## config.mk

```make
export PLATFORM = sky130hd
export DESIGN_NAME = cnnip_fifo_arb
export DESIGN_NICKNAME = d
export VERILOG_FILES = /design/src/rtl/cnnip_pkg.sv /design/src/rtl/cnnip_fifo.sv /design/src/rtl/cnnip_fifo_arb.sv
export SDC_FILE = /design/constraint.sdc
export NUM_CORES = 1
export LEC_CHECK = 0
export CAP_MARGIN = 10
export CORE_MARGIN = 2
export CORE_UTILIZATION = 45
export DETAILED_ROUTE_END_ITERATION = 10
export PLACE_DENSITY = 0.76
export SKIP_CTS_REPAIR_TIMING = 1
export SLEW_MARGIN = 0
export SYNTH_ARGS = -nofsm -noshare
export SYNTH_HDL_FRONTEND = slang
export SYNTH_HIERARCHICAL = 1
export SYNTH_SLANG_ARGS = --single-unit
```

## constraint.sdc

```tcl
create_clock -name clk_a -period 4.3 [get_ports clk_a]
set_input_delay 1.075 -clock clk_a [delete_from_list [all_inputs] [get_ports clk_a]]
set_output_delay 1.075 -clock clk_a [all_outputs]
set_load 0.02 [all_outputs]
```

## src/rtl/cnnip_pkg.sv

```systemverilog
`default_nettype none
// ============================================================================
// Module      : cnnip_pkg
// Description : Shared types and helpers for the CNN IP buffer arbiter slice.
// Revision    : 1.0 - initial release
// ============================================================================
package cnnip_pkg;

  // Arbiter ownership states
  typedef enum logic [0:0] {
    ARB_IDLE  = 1'b0,
    ARB_BURST = 1'b1
  } arb_state_e;

  // Rotating first-one search over up to 8 requesters. The search starts at
  // last+1 and wraps modulo n, so the previous winner has lowest priority.
  // If nothing is requesting, 'last' is returned unchanged.
  function automatic logic [2:0] rr_first(input logic [7:0] req,
                                          input logic [2:0] last,
                                          input logic [3:0] n);
    logic       found;
    logic [3:0] idx;
    found    = 1'b0;
    rr_first = last;
    for (int k = 1; k <= 8; k++) begin
      // last < n and k <= n, so one conditional subtract is a full modulo
      idx = {1'b0, last} + 4'(k);
      if (idx >= n) idx = idx - n;
      if (!found && (4'(k) <= n) && req[idx[2:0]]) begin
        found    = 1'b1;
        rr_first = idx[2:0];
      end
    end
  endfunction

endpackage
`default_nettype wire

```

## src/rtl/cnnip_fifo.sv

```systemverilog
`default_nettype none
// ============================================================================
// Module      : cnnip_fifo
// Description : Synchronous FIFO with registered full/empty flags and a
//               combinational read port at the head entry.
// Revision    : 1.0 - initial release
// ============================================================================
module cnnip_fifo #(
  parameter int WIDTH = 34,
  parameter int DEPTH = 4
) (
  input  logic             clk_a,
  input  logic             arstz_aq,
  input  logic             push_i,
  input  logic             pop_i,
  input  logic [WIDTH-1:0] din_i,
  output logic [WIDTH-1:0] dout_o,
  output logic             full_o,
  output logic             empty_o
);

  localparam int AW = $clog2(DEPTH);

  logic [WIDTH-1:0] mem_q [DEPTH];
  logic [AW:0]      wr_ptr_q, wr_ptr_d;
  logic [AW:0]      rd_ptr_q, rd_ptr_d;
  logic             full_q, full_d;
  logic             empty_q, empty_d;
  logic             do_push, do_pop;

  // Accesses are self-protecting so a careless caller cannot corrupt state
  assign do_push = push_i & ~full_q;
  assign do_pop  = pop_i  & ~empty_q;

  // Next pointers and the flags they imply; the extra MSB separates full from empty
  always_comb begin
    wr_ptr_d = wr_ptr_q + {{AW{1'b0}}, do_push};
    rd_ptr_d = rd_ptr_q + {{AW{1'b0}}, do_pop};
    empty_d  = (wr_ptr_d == rd_ptr_d);
    full_d   = (wr_ptr_d[AW] != rd_ptr_d[AW]) &&
               (wr_ptr_d[AW-1:0] == rd_ptr_d[AW-1:0]);
  end

  // Pointer and flag registers
  always_ff @(posedge clk_a or negedge arstz_aq) begin
    if (!arstz_aq) begin
      wr_ptr_q <= '0;
      rd_ptr_q <= '0;
      full_q   <= 1'b0;
      empty_q  <= 1'b1;
    end else begin
      wr_ptr_q <= wr_ptr_d;
      rd_ptr_q <= rd_ptr_d;
      full_q   <= full_d;
      empty_q  <= empty_d;
    end
  end

  // Storage array; contents are don't-care while the FIFO is empty
  always_ff @(posedge clk_a) begin
    if (do_push) mem_q[wr_ptr_q[AW-1:0]] <= din_i;
  end

  assign dout_o  = mem_q[rd_ptr_q[AW-1:0]];
  assign full_o  = full_q;
  assign empty_o = empty_q;

endmodule
`default_nettype wire

```

## src/rtl/cnnip_fifo_arb.sv

```systemverilog
`default_nettype none
// ============================================================================
// Module      : cnnip_fifo_arb
// Description : Round-robin burst write arbiter in front of a shared FIFO.
//               Entries are tagged with the source index and drained through
//               a valid/ready master port; occupancy is exported.
// Revision    : 1.0 - initial release
// ============================================================================
module cnnip_fifo_arb
  import cnnip_pkg::*;
#(
  parameter  int NUM_REQ   = 4,
  parameter  int WIDTH     = 32,
  parameter  int DEPTH     = 4,
  parameter  int BURST_LEN = 4,
  localparam int IDW       = (NUM_REQ > 1) ? $clog2(NUM_REQ) : 1,
  localparam int LVW       = $clog2(DEPTH + 1)
) (
  input  logic                     clk_a,
  input  logic                     arstz_aq,
  input  logic [NUM_REQ-1:0]       s_valid_a,
  input  logic [NUM_REQ*WIDTH-1:0] s_data_a,
  output logic [NUM_REQ-1:0]       s_ready_a,
  output logic                     m_valid_a,
  output logic [WIDTH-1:0]         m_data_a,
  output logic [IDW-1:0]           m_src_a,
  input  logic                     m_ready_a,
  output logic [NUM_REQ-1:0]       grant_a,
  output logic [LVW-1:0]           level_a
);

  localparam int BW = (BURST_LEN > 1) ? $clog2(BURST_LEN) : 1;
  localparam int EW = WIDTH + IDW;

  arb_state_e     state_q, state_d;
  logic [IDW-1:0] owner_q, owner_d;
  logic [IDW-1:0] rr_q, rr_d;
  logic [BW-1:0]  beat_q, beat_d;
  logic [LVW-1:0] level_q;

  logic [IDW-1:0] winner, sel;
  logic           push, pop;
  logic           full_a, empty_a;
  logic [EW-1:0]  din, dout;

  assign winner = IDW'(rr_first(8'(s_valid_a), 3'(rr_q), 4'(NUM_REQ)));

  // Grant/ready decode and next-state logic. The decode is masked while reset
  // is asserted so no requester sees a ready before the flops are released.
  always_comb begin
    state_d   = state_q;
    owner_d   = owner_q;
    rr_d      = rr_q;
    beat_d    = beat_q;
    sel       = owner_q;
    push      = 1'b0;
    s_ready_a = '0;
    grant_a   = '0;
    if (arstz_aq) begin
      case (state_q)
        ARB_IDLE: begin
          if ((|s_valid_a) && !full_a) begin
            sel               = winner;
            push              = 1'b1;
            s_ready_a[winner] = 1'b1;
            grant_a[winner]   = 1'b1;
            owner_d           = winner;
            rr_d              = winner;
            // A single-beat grant never leaves IDLE, so every cycle re-arbitrates
            if (BURST_LEN > 1) begin
              state_d = ARB_BURST;
              beat_d  = BW'(1);
            end
          end
        end
        ARB_BURST: begin
          grant_a[owner_q]   = 1'b1;
          s_ready_a[owner_q] = ~full_a;
          if (!s_valid_a[owner_q]) begin
            // Owner dropped valid: give the buffer back without pushing
            state_d = ARB_IDLE;
            beat_d  = '0;
          end else if (!full_a) begin
            push = 1'b1;
            if (beat_q == BW'(BURST_LEN - 1)) begin
              state_d = ARB_IDLE;
              beat_d  = '0;
            end else begin
              beat_d = beat_q + 1'b1;
            end
          end
        end
        default: state_d = ARB_IDLE;
      endcase
    end
  end

  // Arbiter state, owner, round-robin pointer and beat counter
  always_ff @(posedge clk_a or negedge arstz_aq) begin
    if (!arstz_aq) begin
      state_q <= ARB_IDLE;
      owner_q <= '0;
      rr_q    <= IDW'(NUM_REQ - 1);
      beat_q  <= '0;
    end else begin
      state_q <= state_d;
      owner_q <= owner_d;
      rr_q    <= rr_d;
      beat_q  <= beat_d;
    end
  end

  assign din       = {sel, s_data_a[sel*WIDTH +: WIDTH]};
  assign m_valid_a = ~empty_a;
  assign pop       = m_valid_a & m_ready_a;
  assign {m_src_a, m_data_a} = dout;

  // Occupancy tracks the FIFO pointers edge for edge
  always_ff @(posedge clk_a or negedge arstz_aq) begin
    if (!arstz_aq) begin
      level_q <= '0;
    end else if (push && !pop) begin
      level_q <= level_q + 1'b1;
    end else if (!push && pop) begin
      level_q <= level_q - 1'b1;
    end
  end

  assign level_a = level_q;

  cnnip_fifo #(
    .WIDTH (EW),
    .DEPTH (DEPTH)
  ) u_fifo (
    .clk_a    (clk_a),
    .arstz_aq (arstz_aq),
    .push_i   (push),
    .pop_i    (pop),
    .din_i    (din),
    .dout_o   (dout),
    .full_o   (full_a),
    .empty_o  (empty_a)
  );

endmodule
`default_nettype wire

```

==> out/results.md <==
### Run status
• complete, no violations — outcome

### Logic synthesis
• 0.623 — sequential share of the synthesized area
• sky130_fd_sc_hd__edfxtp_1 — most used flip-flop cell after synthesis
• sky130_fd_sc_hd__edfxtp_1 56%, sky130_fd_sc_hd__mux2i_1 14%, sky130_fd_sc_hd__mux4_2 11% — cell types occupying the most area after synthesis
• 154 — synthesis-stage register bit count
• 0.0271 — area fraction in compound gates after synthesis
• 0.560 — area share of the largest cell type after synthesis
• multiplexers — dominant combinational cell family by area after synthesis
• 553 — net count of the mapped netlist
• 0.0108 — xor and xnor fraction of the mapped netlist area
• 0.00729 mm2 — netlist area before placement
• 0.0311 — fraction of the mapped netlist area in simple logic gates
• 48 — number of distinct library cells after synthesis
• 136 — EDFF count, synth
• sky130_fd_sc_hd__edfxtp_1 — area leader, netlist
• 17.8 um2 — mean instance size in the synthesized netlist
• 410 — instance count of the mapped netlist
• 0.0148 — share of synthesized cell area in full adder, half adder and majority cells
• 0.258 — multiplexer share of the synthesized area
• 6 — warnings from Yosys
• 0.117 — fraction of registers with async set/reset

### Timing
• 0.488 ns — Worst Hold Slack
• 0.994 — Tcrit/Tclk final
• 0.00818 ns — Fin Clk Skew
• 0.403 — Worst slew margin
• 4.28 ns — crit path time final
• 0 — Hold Vio Cnt, Final
• 0.896 ns — Worst Max-Slew Pin Slew
• 0 — number of pins exceeding their max-slew limit in the final report
• 234 MHz — maximum operating frequency
• 0 — setup violation total in the final timing report

### Finish
• 0.183 — share of layout cells above drive strength 1
• 1132 — final-layout fill cell count
• sky130_fd_sc_hd__clkdlybuf4s50_1 — most common library cell in the layout ignoring fill and taps
• 0.0101 mm2 — final cell area excluding filler cells
• 0 — Antenna diodes
• 760 — nets@finish
• 168 x sky130_fd_sc_hd__clkdlybuf4s50_1, 136 x sky130_fd_sc_hd__edfxtp_1, 99 x sky130_fd_sc_hd__mux2i_1 — commonest cells after routing, fill and taps aside
• 0.638 — Post-Route Utilization
• 39.1% — area grow syn2layout

### Power
• 783 mW/mm2 — Cell Pwr Density
• 524 uV — worst IR drop on VDD
• 7.94 mW — Power Total
• 3.76 nW — static leakage

### Placed design
• 10800 um — Final HPWL DP
• 180 — number of port buffers
• 0.00947 mm2 — total placed instance area
• 0.763 — Final GP Congestion

### Global routing
• 0 — number of antenna violations at the first check in global routing
• 4781 — vias in the first global route
• 42 — largest net degree at the start of global routing
• 0 — total congestion overflow after global routing
• 25100 um — global-route wire length before repair
• 0.187 — GRT Overall Usage

### CTS
• 154 — Clock Sink Count
• 17 — Num CTS Buffers
• 4 — CTS HTree Levels
• sky130_fd_sc_hd__clkbuf_16 — library cell used as clock root buffer
• 0.06 ns — Clk pin slew, worst setup/hold paths
• 0.42 ns — clk_lat worst skew
• done — CTS tree
• 2 — number of buffers on the longest clock path

### Die
• 131 um — Die Ht
• 0.0172 mm2 — area enclosed by the die boundary
• 46 — FP Rows
• 0.459 — effective utilization at floorplan
• 0.0159 mm2 — Core ar.
• 181 — top-level port count
• 131 um — die width

### Worst setup path
• input pin — critical path launch point type
• 7 — Crit Path Max Fanout
• 3.22 ns — Required @ worst endpoint
• in2out — critical path type
• output pin — kind of end point of the critical path
• 3.20 ns — data arrival time of the worst path

### Routing
• 337 — Detailed Route Iter0 Violations
• 5 — router iterations before antenna repair
• 8230 um — routed wire length on met2
• 5.29 — detail-routed via count per cell
• 4474 — Via Count
• 6390 um — total routed wire length on the met1 layer
• 0 — # DRC
• 0 — remaining number of nets flagged by the antenna check after routing
• 18.6 um — mean routed wirelength per cell
• 848 um — met3 wire len
• 15800 um — post-detailed-routing wire length
• met4 — DR top layer

### Flow run
• 0 — count of maximum capacitance violations

### Worst hold path
• reg2reg — HP Class

[cell type report]
type	count	area, um2	area share
Timing Repair Buffer	208	2130	0.210
Sequential cell	154	4540	0.448
Multi-Input combinational cell	226	2560	0.252
Clock buffer	18	429	0.0423
Clock inverter	13	174	0.0172
Inverter	10	37.5	0.00370
Tap cell	216	270	0.0267
[routing by layer]
metal,track usage,vias to the layer above
li1,-,2053
met1,0.219,2250
met2,0.335,148
met3,0.0455,23
met4,0.0688,0
met5,0,-
[where the power goes]
group	switching, mW	total, mW	internal (mW)
Combinational	1.91	3.77	1.86
Sequential	0.264	2.65	2.39
Clock	0.558	1.52	0.962
[sequential cells by signal (all words and copies together) (netlist names)]
signal and count:
u_fifo/wr_ptr_q 3, rr_q 2, u_fifo/empty_o 1, owner_q 2
beat_q 2, level_a 3, u_fifo/mem_q 136, state_q 1
u_fifo/full_o 1, u_fifo/rd_ptr_q 3
[cells in the mapped netlist (all sizes together), types with 5 or more instances]
cell	n
edfxtp	136
mux2i	100
mux4	38
buf	18
dfrtp	15
nand2	13
nor2	11
inv	10
ha	7
nand2b	6
o21ai	5
xnor2	5
[logic make-up (layout without fill, tap and decap cells)]
kind of cell               count (synthesis)  in the layout
and+or+nand+nor                           45             45
adders and majority gates                  8              8
buffers and inverters                     30            249
AOI/OAI and AO/OA                         25             25
muxes                                    139            139
DFF                                      154            154
xor gates and xnor gates                   9              9
[final timing paths]
kind	to	cells after the start	start	slack [ns]
worst max-delay path	s_ready_a[1]	10	s_valid_a[1]	0.02
worst min-delay path	level_a[2]	1	level_a[2]	0.49
worst max register to register	u_fifo/mem_q[2][2]	11	rr_q[0]	0.96
worst min register to register	level_a[2]	1	level_a[2]	0.49
max in group asynchronous	rr_q[0]	2	arstz_aq	2.94
min in group asynchronous	level_a[1]	2	arstz_aq	1.09
[critical path, cell delays in order]
cell and delay, ns:
sky130_fd_sc_hd__dlymetal6s2s_1 0.20, sky130_fd_sc_hd__mux4_2 0.53, sky130_fd_sc_hd__inv_1 0.10, sky130_fd_sc_hd__o21ai_1 0.11, sky130_fd_sc_hd__nor4_2 0.39, sky130_fd_sc_hd__nor2_2 0.11
sky130_fd_sc_hd__buf_4 0.17, sky130_fd_sc_hd__o22ai_2 0.14, sky130_fd_sc_hd__a21boi_1 0.20, sky130_fd_sc_hd__buf_4 0.17
[through the flow]
step / setup TNS (ns) / std cells / setup WS, ns
3_3_place_gp: -3.58 / 812 / -0.565
5_1_grt: -0.00230 / 845 / -0.00230
4_1_cts: -4.82 / 843 / -0.725
2_1_floorplan: 0 / 410 / 0.0845
3_5_place_dp: -4.75 / 812 / -0.714
6_report: 0 / 845 / 0.0242
Power figures use the tool's default switching activity.
